### config.mk
export PLATFORM = sky130hd
export DESIGN_NAME = spi_register_bank
export DESIGN_NICKNAME = d
export VERILOG_FILES = /design/src/rtl/spi_register_bank.sv
export SDC_FILE = /design/constraint.sdc
export NUM_CORES = 1
export LEC_CHECK = 0
export BUFFER_PORTS_ARGS = -buffer_cell sky130_fd_sc_hd__buf_4
export CAP_MARGIN = 40
export CORE_AREA = 5 5 94 105
export DETAILED_ROUTE_END_ITERATION = 8
export DIE_AREA = 0 0 99 110
export PLACE_DENSITY = 0.74
export SETUP_SLACK_MARGIN = 0.3
export SYNTH_ARGS = -nofsm -noshare
export SYNTH_HDL_FRONTEND = slang
export SYNTH_SLANG_ARGS = --single-unit
### constraint.sdc
create_clock -name clk -period 1.9 [get_ports clk]
set_clock_uncertainty 0.15 [all_clocks]
set_input_delay 0 -clock clk [delete_from_list [all_inputs] [get_ports clk]]
set_output_delay 0 -clock clk [all_outputs]
set_load 0.02 [all_outputs]
### src/rtl/spi_register_bank.sv
// spi_register_bank: SPI Mode-0 write-oriented slave that drives the PWM control registers.
// Frames are 16 bits, MSB first: {W, addr[6:0], data[7:0]}.
// SPI pins are synchronized into the clk domain and edge-detected before use.
// Optional feature: define SPI_READBACK_EN to shift register contents out on cipo for W=0 frames.
module spi_register_bank #(
    parameter int unsigned NUM_REGS    = 9,
    parameter int unsigned SYNC_STAGES = 2
) (
    input  logic       clk,
    input  logic       rst_n,
    input  logic       sclk,
    input  logic       copi,
    input  logic       ncs,
    output logic       cipo,
    output logic [7:0] reg_en_out,
    output logic [7:0] reg_en_pwm_out,
    output logic [7:0] reg_out_3_0_pwm_gen_channel,
    output logic [7:0] reg_out_7_4_pwm_gen_channel,
    output logic [7:0] reg_pwm_gen_0_ch_0_duty_cycle,
    output logic [7:0] reg_pwm_gen_0_ch_1_duty_cycle,
    output logic [7:0] reg_pwm_gen_1_ch_0_duty_cycle,
    output logic [7:0] reg_pwm_gen_1_ch_1_duty_cycle,
    output logic [7:0] reg_pwm_gen_1_0_frequency_divider,
    output logic       frame_valid,
    output logic       frame_err
);

    localparam logic [1:0] IDLE   = 2'd0;
    localparam logic [1:0] RECV   = 2'd1;
    localparam logic [1:0] COMMIT = 2'd2;

    localparam logic [6:0] NUM_REGS_A = 7'(NUM_REGS);

    logic [SYNC_STAGES-1:0] sclk_sync, copi_sync, ncs_sync;
    logic                   sclk_hist, copi_hist, ncs_hist;
    logic                   sclk_rise, ncs_rise, ncs_fall;

    logic [1:0]  state_q, state_d;
    logic [4:0]  cnt_q, cnt_d;
    logic [15:0] shreg_q, shreg_d;
    logic [7:0]  regs_q [NUM_REGS];
    logic [7:0]  regs_d [NUM_REGS];
    logic        valid_d, err_d;

    // Synchronizer chains plus one history flop per SPI input. Reset to 0 so that a
    // chip select already low at reset release is never seen as a falling edge.
    always_ff @(posedge clk or negedge rst_n) begin
        if (!rst_n) begin
            sclk_sync <= '0;
            copi_sync <= '0;
            ncs_sync  <= '0;
            sclk_hist <= 1'b0;
            copi_hist <= 1'b0;
            ncs_hist  <= 1'b0;
        end else begin
            sclk_sync <= {sclk_sync[SYNC_STAGES-2:0], sclk};
            copi_sync <= {copi_sync[SYNC_STAGES-2:0], copi};
            ncs_sync  <= {ncs_sync[SYNC_STAGES-2:0], ncs};
            sclk_hist <= sclk_sync[SYNC_STAGES-1];
            copi_hist <= copi_sync[SYNC_STAGES-1];
            ncs_hist  <= ncs_sync[SYNC_STAGES-1];
        end
    end

    assign sclk_rise = sclk_sync[SYNC_STAGES-1] & ~sclk_hist;
    assign ncs_rise  = ncs_sync[SYNC_STAGES-1] & ~ncs_hist;
    assign ncs_fall  = ~ncs_sync[SYNC_STAGES-1] & ncs_hist;

    // Frame FSM, shift register and register-file next-state logic.
    always_comb begin
        state_d = state_q;
        cnt_d   = cnt_q;
        shreg_d = shreg_q;
        regs_d  = regs_q;
        valid_d = 1'b0;
        err_d   = 1'b0;
        case (state_q)
            IDLE: begin
                if (ncs_fall) begin
                    state_d = RECV;
                    cnt_d   = 5'd0;
                    shreg_d = 16'h0000;
                end
            end
            RECV: begin
                if (ncs_rise) begin
                    state_d = COMMIT;
                end else if (sclk_rise) begin
                    // copi_hist lines up with the sclk_sync/sclk_hist pair used for the rise.
                    shreg_d = {shreg_q[14:0], copi_hist};
                    // Saturate at 17 so any overlong frame stays distinguishable from 16.
                    if (cnt_q != 5'd17) cnt_d = cnt_q + 5'd1;
                end
            end
            COMMIT: begin
                state_d = IDLE;
                if (cnt_q == 5'd16) begin
                    if (shreg_q[15]) begin
                        if (shreg_q[14:8] < NUM_REGS_A) begin
                            for (int i = 0; i < NUM_REGS; i++) begin
                                if (shreg_q[14:8] == 7'(i)) regs_d[i] = shreg_q[7:0];
                            end
                            valid_d = 1'b1;
                        end else begin
                            err_d = 1'b1;
                        end
                    end else begin
`ifdef SPI_READBACK_EN
                        err_d = (shreg_q[14:8] >= NUM_REGS_A);
`else
                        err_d = 1'b0;
`endif
                    end
                end else begin
                    err_d = 1'b1;
                end
            end
            default: state_d = IDLE;
        endcase
    end

    // State, register file and one-cycle status pulses.
    always_ff @(posedge clk or negedge rst_n) begin
        if (!rst_n) begin
            state_q     <= IDLE;
            cnt_q       <= 5'd0;
            shreg_q     <= 16'h0000;
            frame_valid <= 1'b0;
            frame_err   <= 1'b0;
            for (int i = 0; i < NUM_REGS; i++) regs_q[i] <= 8'h00;
        end else begin
            state_q     <= state_d;
            cnt_q       <= cnt_d;
            shreg_q     <= shreg_d;
            frame_valid <= valid_d;
            frame_err   <= err_d;
            regs_q      <= regs_d;
        end
    end

`ifdef SPI_READBACK_EN
    logic       sclk_fall;
    logic [7:0] first8;
    logic [7:0] rd_sel;
    logic [7:0] rd_q, rd_d;

    assign sclk_fall = ~sclk_sync[SYNC_STAGES-1] & sclk_hist;
    // The first 8 received bits (W + addr) as they will stand after this sclk rise.
    assign first8    = {shreg_q[6:0], copi_hist};

    // Select the register addressed by the header; unimplemented addresses read as 0.
    always_comb begin
        rd_sel = 8'h00;
        for (int i = 0; i < NUM_REGS; i++) begin
            if (first8[6:0] == 7'(i)) rd_sel = regs_q[i];
        end
    end

    // Readback shifter: load on the 8th rise, advance on each fall once the master
    // has sampled the current bit (count >= 9).
    always_comb begin
        rd_d = rd_q;
        if (state_q != RECV) begin
            rd_d = 8'h00;
        end else if (!ncs_rise && sclk_rise && cnt_q == 5'd7) begin
            rd_d = (!first8[7] && first8[6:0] < NUM_REGS_A) ? rd_sel : 8'h00;
        end else if (sclk_fall && cnt_q >= 5'd9) begin
            rd_d = {rd_q[6:0], 1'b0};
        end
    end

    // Readback shift register; cipo comes straight from its MSB flop.
    always_ff @(posedge clk or negedge rst_n) begin
        if (!rst_n) rd_q <= 8'h00;
        else        rd_q <= rd_d;
    end

    assign cipo = rd_q[7];
`else
    assign cipo = 1'b0;
`endif

    assign reg_en_out                        = regs_q[0];
    assign reg_en_pwm_out                    = regs_q[1];
    assign reg_out_3_0_pwm_gen_channel       = regs_q[2];
    assign reg_out_7_4_pwm_gen_channel       = regs_q[3];
    assign reg_pwm_gen_0_ch_0_duty_cycle     = regs_q[4];
    assign reg_pwm_gen_0_ch_1_duty_cycle     = regs_q[5];
    assign reg_pwm_gen_1_ch_0_duty_cycle     = regs_q[6];
    assign reg_pwm_gen_1_ch_1_duty_cycle     = regs_q[7];
    assign reg_pwm_gen_1_0_frequency_divider = regs_q[8];

endmodule

# After elaboration in Yosys (flattened, before gate mapping)
# Cells that the tools add are included.
dict set report totals {
  regBits 106
  latchBits 0
  mem_bits_rw 0
  mem_bits_ro 0
  input_bits 5
  out_inout_bits 75
  wordCells 80
  mem_count 0
}
dict set report classes {
  add_sub_neg 1
  mul 0
  div_mod_pow 0
  order_cmp 1
  eq_ne 17
  shift 0
  n_mux 20
  n_bitwise 6
  n_reduce_logical 15
}
# op n
set ops {}
lappend ops {{5-bit AND reduction} 10}
lappend ops {{16-bit two-way mux} 3}
lappend ops {{16-bit case mux with 2 select lines} 1}
lappend ops {{7-bit by 3-bit equality test with 1-bit output (second input constant)} 4}
lappend ops {{5-bit two-way mux} 4}
lappend ops {{7-bit by 2-bit equality test with 1-bit output (second input constant)} 2}
lappend ops {{2-bit inequality test (second input constant)} 5}
lappend ops {{5-bit case mux with 2 select lines} 1}
lappend ops {{1-bit two-way mux} 8}
lappend ops {{7-bit by 1-bit equality test with 1-bit output (second input constant)} 1}
lappend ops {{7-bit by 4-bit equality test with 1-bit output (second input constant)} 1}
lappend ops {{7-bit logical NOT} 1}
lappend ops {{7-bit by 4-bit less-than comparator with 1-bit output (second input constant)} 1}
lappend ops {{5-bit by 1-bit adder with 5-bit output (second input constant)} 1}
lappend ops {{5-bit equality test (second input constant)} 1}
lappend ops {{5-bit inequality test (second input constant)} 1}
lappend ops {{2-bit two-way mux} 2}
lappend ops {{2-bit case mux with 2 select lines} 1}
lappend ops {{4-bit AND reduction} 1}
lappend ops {{1-bit AND} 3}
lappend ops {{1-bit inverter} 3}
lappend ops {{2-bit by 1-bit equality test with 1-bit output (second input constant)} 1}
lappend ops {{2-bit equality test (second input constant)} 1}
lappend ops {{2-bit logical NOT} 1}
lappend ops {{other kinds (2)} 2}

# Longest topological paths before layout
dict set report logic_depth {
  depth_word 5
  depth_mapped 8
}

# Worst setup path after synthesis
# No wires, ideal clock.
dict set report synth_timing {
  path_type {register to register}
  startpoint {register cnt_q[0]}
  endpoint {register regs_q, in the netlist reg_pwm_gen_1_ch_0_duty_cycle[0]}
  setup_ns 0.125
  t_arrival_ns 1.776
  required_time_ns 1.625
  slack_ns -0.151
  path_stages_with_launch 7
  synth_period_minus_slack_ns 2.051
  cell_sequence {dfrtp_1 > inv_1 > ha_1 > and4bb_2 > nand4_2 > nor3b_4 > mux2_2}
}
dict set report synth_between {
  elab_chain_cells 2
}
# item line_no
set synth_rtl {}
lappend synth_rtl {{start: declaration} 39} ;# logic [4:0] cnt_q, cnt_d;
lappend synth_rtl {{start signal: assignment} 133} ;# cnt_q <= cnt_d;
lappend synth_rtl {{5-bit equality test} 97} ;# if (cnt_q == 5'd16) begin
lappend synth_rtl {{5-bit AND reduction (no line)} n/a}
lappend synth_rtl {{end signal: assignment} 137} ;# regs_q <= regs_d;
lappend synth_rtl {{end: declaration} 41} ;# logic [7:0] regs_q [NUM_REGS];
# No other way between the ends.
# A chain may end at the register's enable or synchronous reset.

# Worst setup path in the final report
dict set report layout_timing {
  startpoint {register cnt_q[0]}
  endpoint {register regs_q, in the netlist reg_pwm_gen_1_0_frequency_divider[0]}
}
# Same word-level chain as after synthesis.

==> implementation parameters <==
Parameter                              Value

Timing
  Worst relative slew slack    0.616
  Maximum frequency from static timing analysis    485 MHz
  Minimum setup slack in the final design    -0.162 ns
  Period utilization    1.09
  Count of endpoints failing hold in the final timing report    0
  Count of pins over their slew limit    0
  Measured slew at the worst slew-check pin    0.576 ns
  Time the worst path needs with I/O delays and setup    2.06 ns
  Finish-stage setup viols    72
  Setup repair after global routing missed its margin    yes

Power
  Static leakage    2.97 nW
  Total power consumption of the routed design    0.00440 W
  Combinational cell fraction of total power    0.123
  Total power divided by cell area    772 mW/mm2
  Switching fraction of total power    0.260
  Peak VDD IR    486 uV
  Switching power summed over all nets    0.00114 W
  Flop pwr share    0.546
  P_int    0.00325 W
  Share of total power in the clock network    0.331

Routing
  Via total after detailed routing    2711
  Detailed-route wire length    9.67 mm
  # DRC    0
  Average wire length per cell after detail routing    18.9 um
  Detailed-route vias per instance    5.29
  First-pass detailed-route iteration total    4
  Antenna-violating nets left    0
  1st-iter DRT viols    113

Clock network
  Clock H-tree levels    3
  Clock latency on the worst-skew pair    0.37 ns
  Reg clk slew, reported paths    0.09 ns
  Inserted Clock Buffers    9
  Clock tree from TritonCTS    yes
  Sinks on the clock net    106
  Library cell used as clock root buffer    sky130_fd_sc_hd__clkbuf_8
  Clock buffer depth    2

Worst setup path
  Signal arrival time at the worst endpoint    2.16 ns
  Number of buffers and inverters on the critical path    5
  Worst Setup Path Type    reg2reg
  CP Data Required Time    2.00 ns
  CP Launch Type    flip-flop
  Worst Setup SP    cnt_q[0]
  Largest stage delay, worst path    0.39 ns
  Highest fanout seen on the critical path    8
  Most Frequent Cell on Critical Path    sky130_fd_sc_hd__buf_6
  Chain of cells forming the critical path    inv_2, ha_4, and4bb_2, buf_4, buf_6, buf_6, nand3_1, buf_6, mux2_4
  Kind of capture point of the worst setup path    flip-flop
  CP delay by family, top    buffers and inverters
  Launch point of the worst reg-to-reg path    cnt_q[0]
  Cell type of the slowest stage on the worst timing path    sky130_fd_sc_hd__dfrtp_1

Logic synthesis
  Top flip-flop cell by instance count after synthesis    sky130_fd_sc_hd__dfrtp_1
  Post-synth EDFFs    0
  Library cells used by synthesis    42
  Part of the Yosys area used for sequential elements    0.637
  YS warnings    0
  Mapped Cells    273
  Average cell area after synthesis    15.3 um2
  Number of synthesized register bits    106
  Post-synth net total    281
  Mapped cell area    0.00417 mm2
  Fraction of registers with async set or reset after synthesis    1.00

Floorplan
  Boundary pin count    80
  Initial Util    0.479
  Die width    99 um
  Die Y    110 um
  Number of core rows    36
  Area of the die    0.0109 mm2
  Total core area    0.00869 mm2

GRT
  Initial antenna violation count    0
  Total global-route track usage    0.185
  Maximum number of pins on one net before global-route repair    107
  Global route overflow    0
  Wire length of the first global-routing pass    15.6 mm
  Number of global-route vias before repair    2862

Layout
  Cell area after layout    0.00569 mm2
  Layout cell share with drive strength beyond 1    0.580
  Fill cell count    638
  Commonest non-fill, non-tap cell in the layout    sky130_fd_sc_hd__dfrtp_1
  Area overhead of the layout relative to synthesis    36.6%
  Number of nets in the finished design    401
  Inserted Diodes    0
  Highest-count cells in the layout ignoring fill and taps    106 x sky130_fd_sc_hd__dfrtp_1, 103 x sky130_fd_sc_hd__buf_4, 37 x sky130_fd_sc_hd__mux2_2

Placement
  Port-buffer cells    78
  Detailed Place HPWL    6.07 mm
  Post-DP Area    0.00510 mm2
  Final weighted congestion of routability-driven global placement    0.762

Min path
  Min-delay worst type    in2async

Outcome
  Result of the run    finished, violations left
  Violations in the final reports    negative setup slack

Flow run
  Max-capacitance violation count    0
## synth_stat cells (all sizes together), types with 4 or more instances
master / count / share of area
and3: 4 / 0.0072
nand2b: 4 / 0.0078
nand3: 6 / 0.011
dfrtp: 106 / 0.64
nor2b: 4 / 0.0060
nor2: 7 / 0.0063
nand2: 5 / 0.0045
a22o: 16 / 0.034
buf: 6 / 0.011
mux2: 72 / 0.20
clkbuf: 10 / 0.0090
nand4: 4 / 0.011
## state kept, by name, summed over array words and instances, names as in the netlist, 5 cells and up
| name | cells |
|---|---|
| reg_pwm_gen_0_ch_1_duty_cycle | 8 |
| reg_pwm_gen_1_ch_0_duty_cycle | 8 |
| reg_pwm_gen_0_ch_0_duty_cycle | 8 |
| reg_en_pwm_out | 8 |
| reg_out_3_0_pwm_gen_channel | 8 |
| shreg_q | 16 |
| reg_en_out | 8 |
| reg_pwm_gen_1_0_frequency_divider | 8 |
| reg_out_7_4_pwm_gen_channel | 8 |
| reg_pwm_gen_1_ch_1_duty_cycle | 8 |
| cnt_q | 5 |
## power by group through the flow
stage	Sequential (W)	Combinational (W)	Clock (W)
6_report	0.00240	0.000542	0.00146
5_1_grt	0.00241	0.000593	0.00157
4_1_cts	0.00239	0.000414	0.00148
3_5_place_dp	0.00243	0.000363	0
3_3_place_gp	0.00243	0.000351	0
2_1_floorplan	0.00242	0.000181	0
## metrics by stage
stage | TNS, ns | instances | hold WS (ns) | setup slack, ns | util
2_1_floorplan | -4.36 | 273 | -0.446 | -0.147 | -
3_3_place_gp | -4.18 | 483 | -0.0418 | -0.0919 | 0.587
3_5_place_dp | -8.86 | 483 | -0.0364 | -0.175 | 0.587
4_1_cts | -5.55 | 506 | 0.105 | -0.129 | 0.642
5_1_grt | -11.06 | 512 | 0.143 | -0.184 | 0.655
6_report | -7.50 | 512 | 0.0618 | -0.162 | 0.655
## cell type report
| class | instances | area [um2] | area share |
|---|---|---|---|
| timing repair buffer | 125 | 1040 | 0.182 |
| inverter | 3 | 11.3 | 0.00198 |
| tap | 114 | 143 | 0.0251 |
| clock buffer | 10 | 138 | 0.0242 |
| sequential | 106 | 2650 | 0.466 |
| multi-input combinational | 148 | 1640 | 0.288 |
| clock inverter | 6 | 72.6 | 0.0127 |
## logic make-up after synthesis
group           Yosys count  synth area share
buf+inv                  19            0.0222
fa+ha+maj                 3           0.00901
simple gates             44            0.0793
compound gates           28            0.0565
other cells               1          0.000900
mux                      72             0.195
flops                   106             0.637
## worst min-delay path: stages
cell and delay, ns:
sky130_fd_sc_hd__dlygate4sd3_1 0.53, sky130_fd_sc_hd__buf_4 0.11, sky130_fd_sc_hd__buf_12 0.38
## path summary, 6_finish.rpt
check                                                       end  slack [ns]  cells past startpoint
max reg2reg                reg_pwm_gen_1_0_frequency_divider[0]       -0.16                      9
min reg2reg                                           copi_hist        0.20                      0
max in group asynchronous                            state_q[0]        1.08                      3
max                        reg_pwm_gen_1_0_frequency_divider[0]       -0.16                      9
min in group clk                                   sclk_sync[0]        0.15                      2
min                                                sclk_sync[1]        0.06                      3
## routing by layer
layer	track usage	wire length, um
met3	0.0472	500
met5	0	0
met2	0.303	4930
met1	0.239	4060
met4	0.0654	182
## repair_timing
item | 4_1_cts | 5_1_grt
endpoints found under the hold margin | 109 | 0
endpoints found under the setup margin | 93 | 93
pin swaps | 6 | 6
setup buffers | 2 | 6
gates cloned | 1 | 0
gates resized for setup | 55 | 11
hold buffers | 4 | 0
No activity file was read; power rests on OpenSTA's default activity.
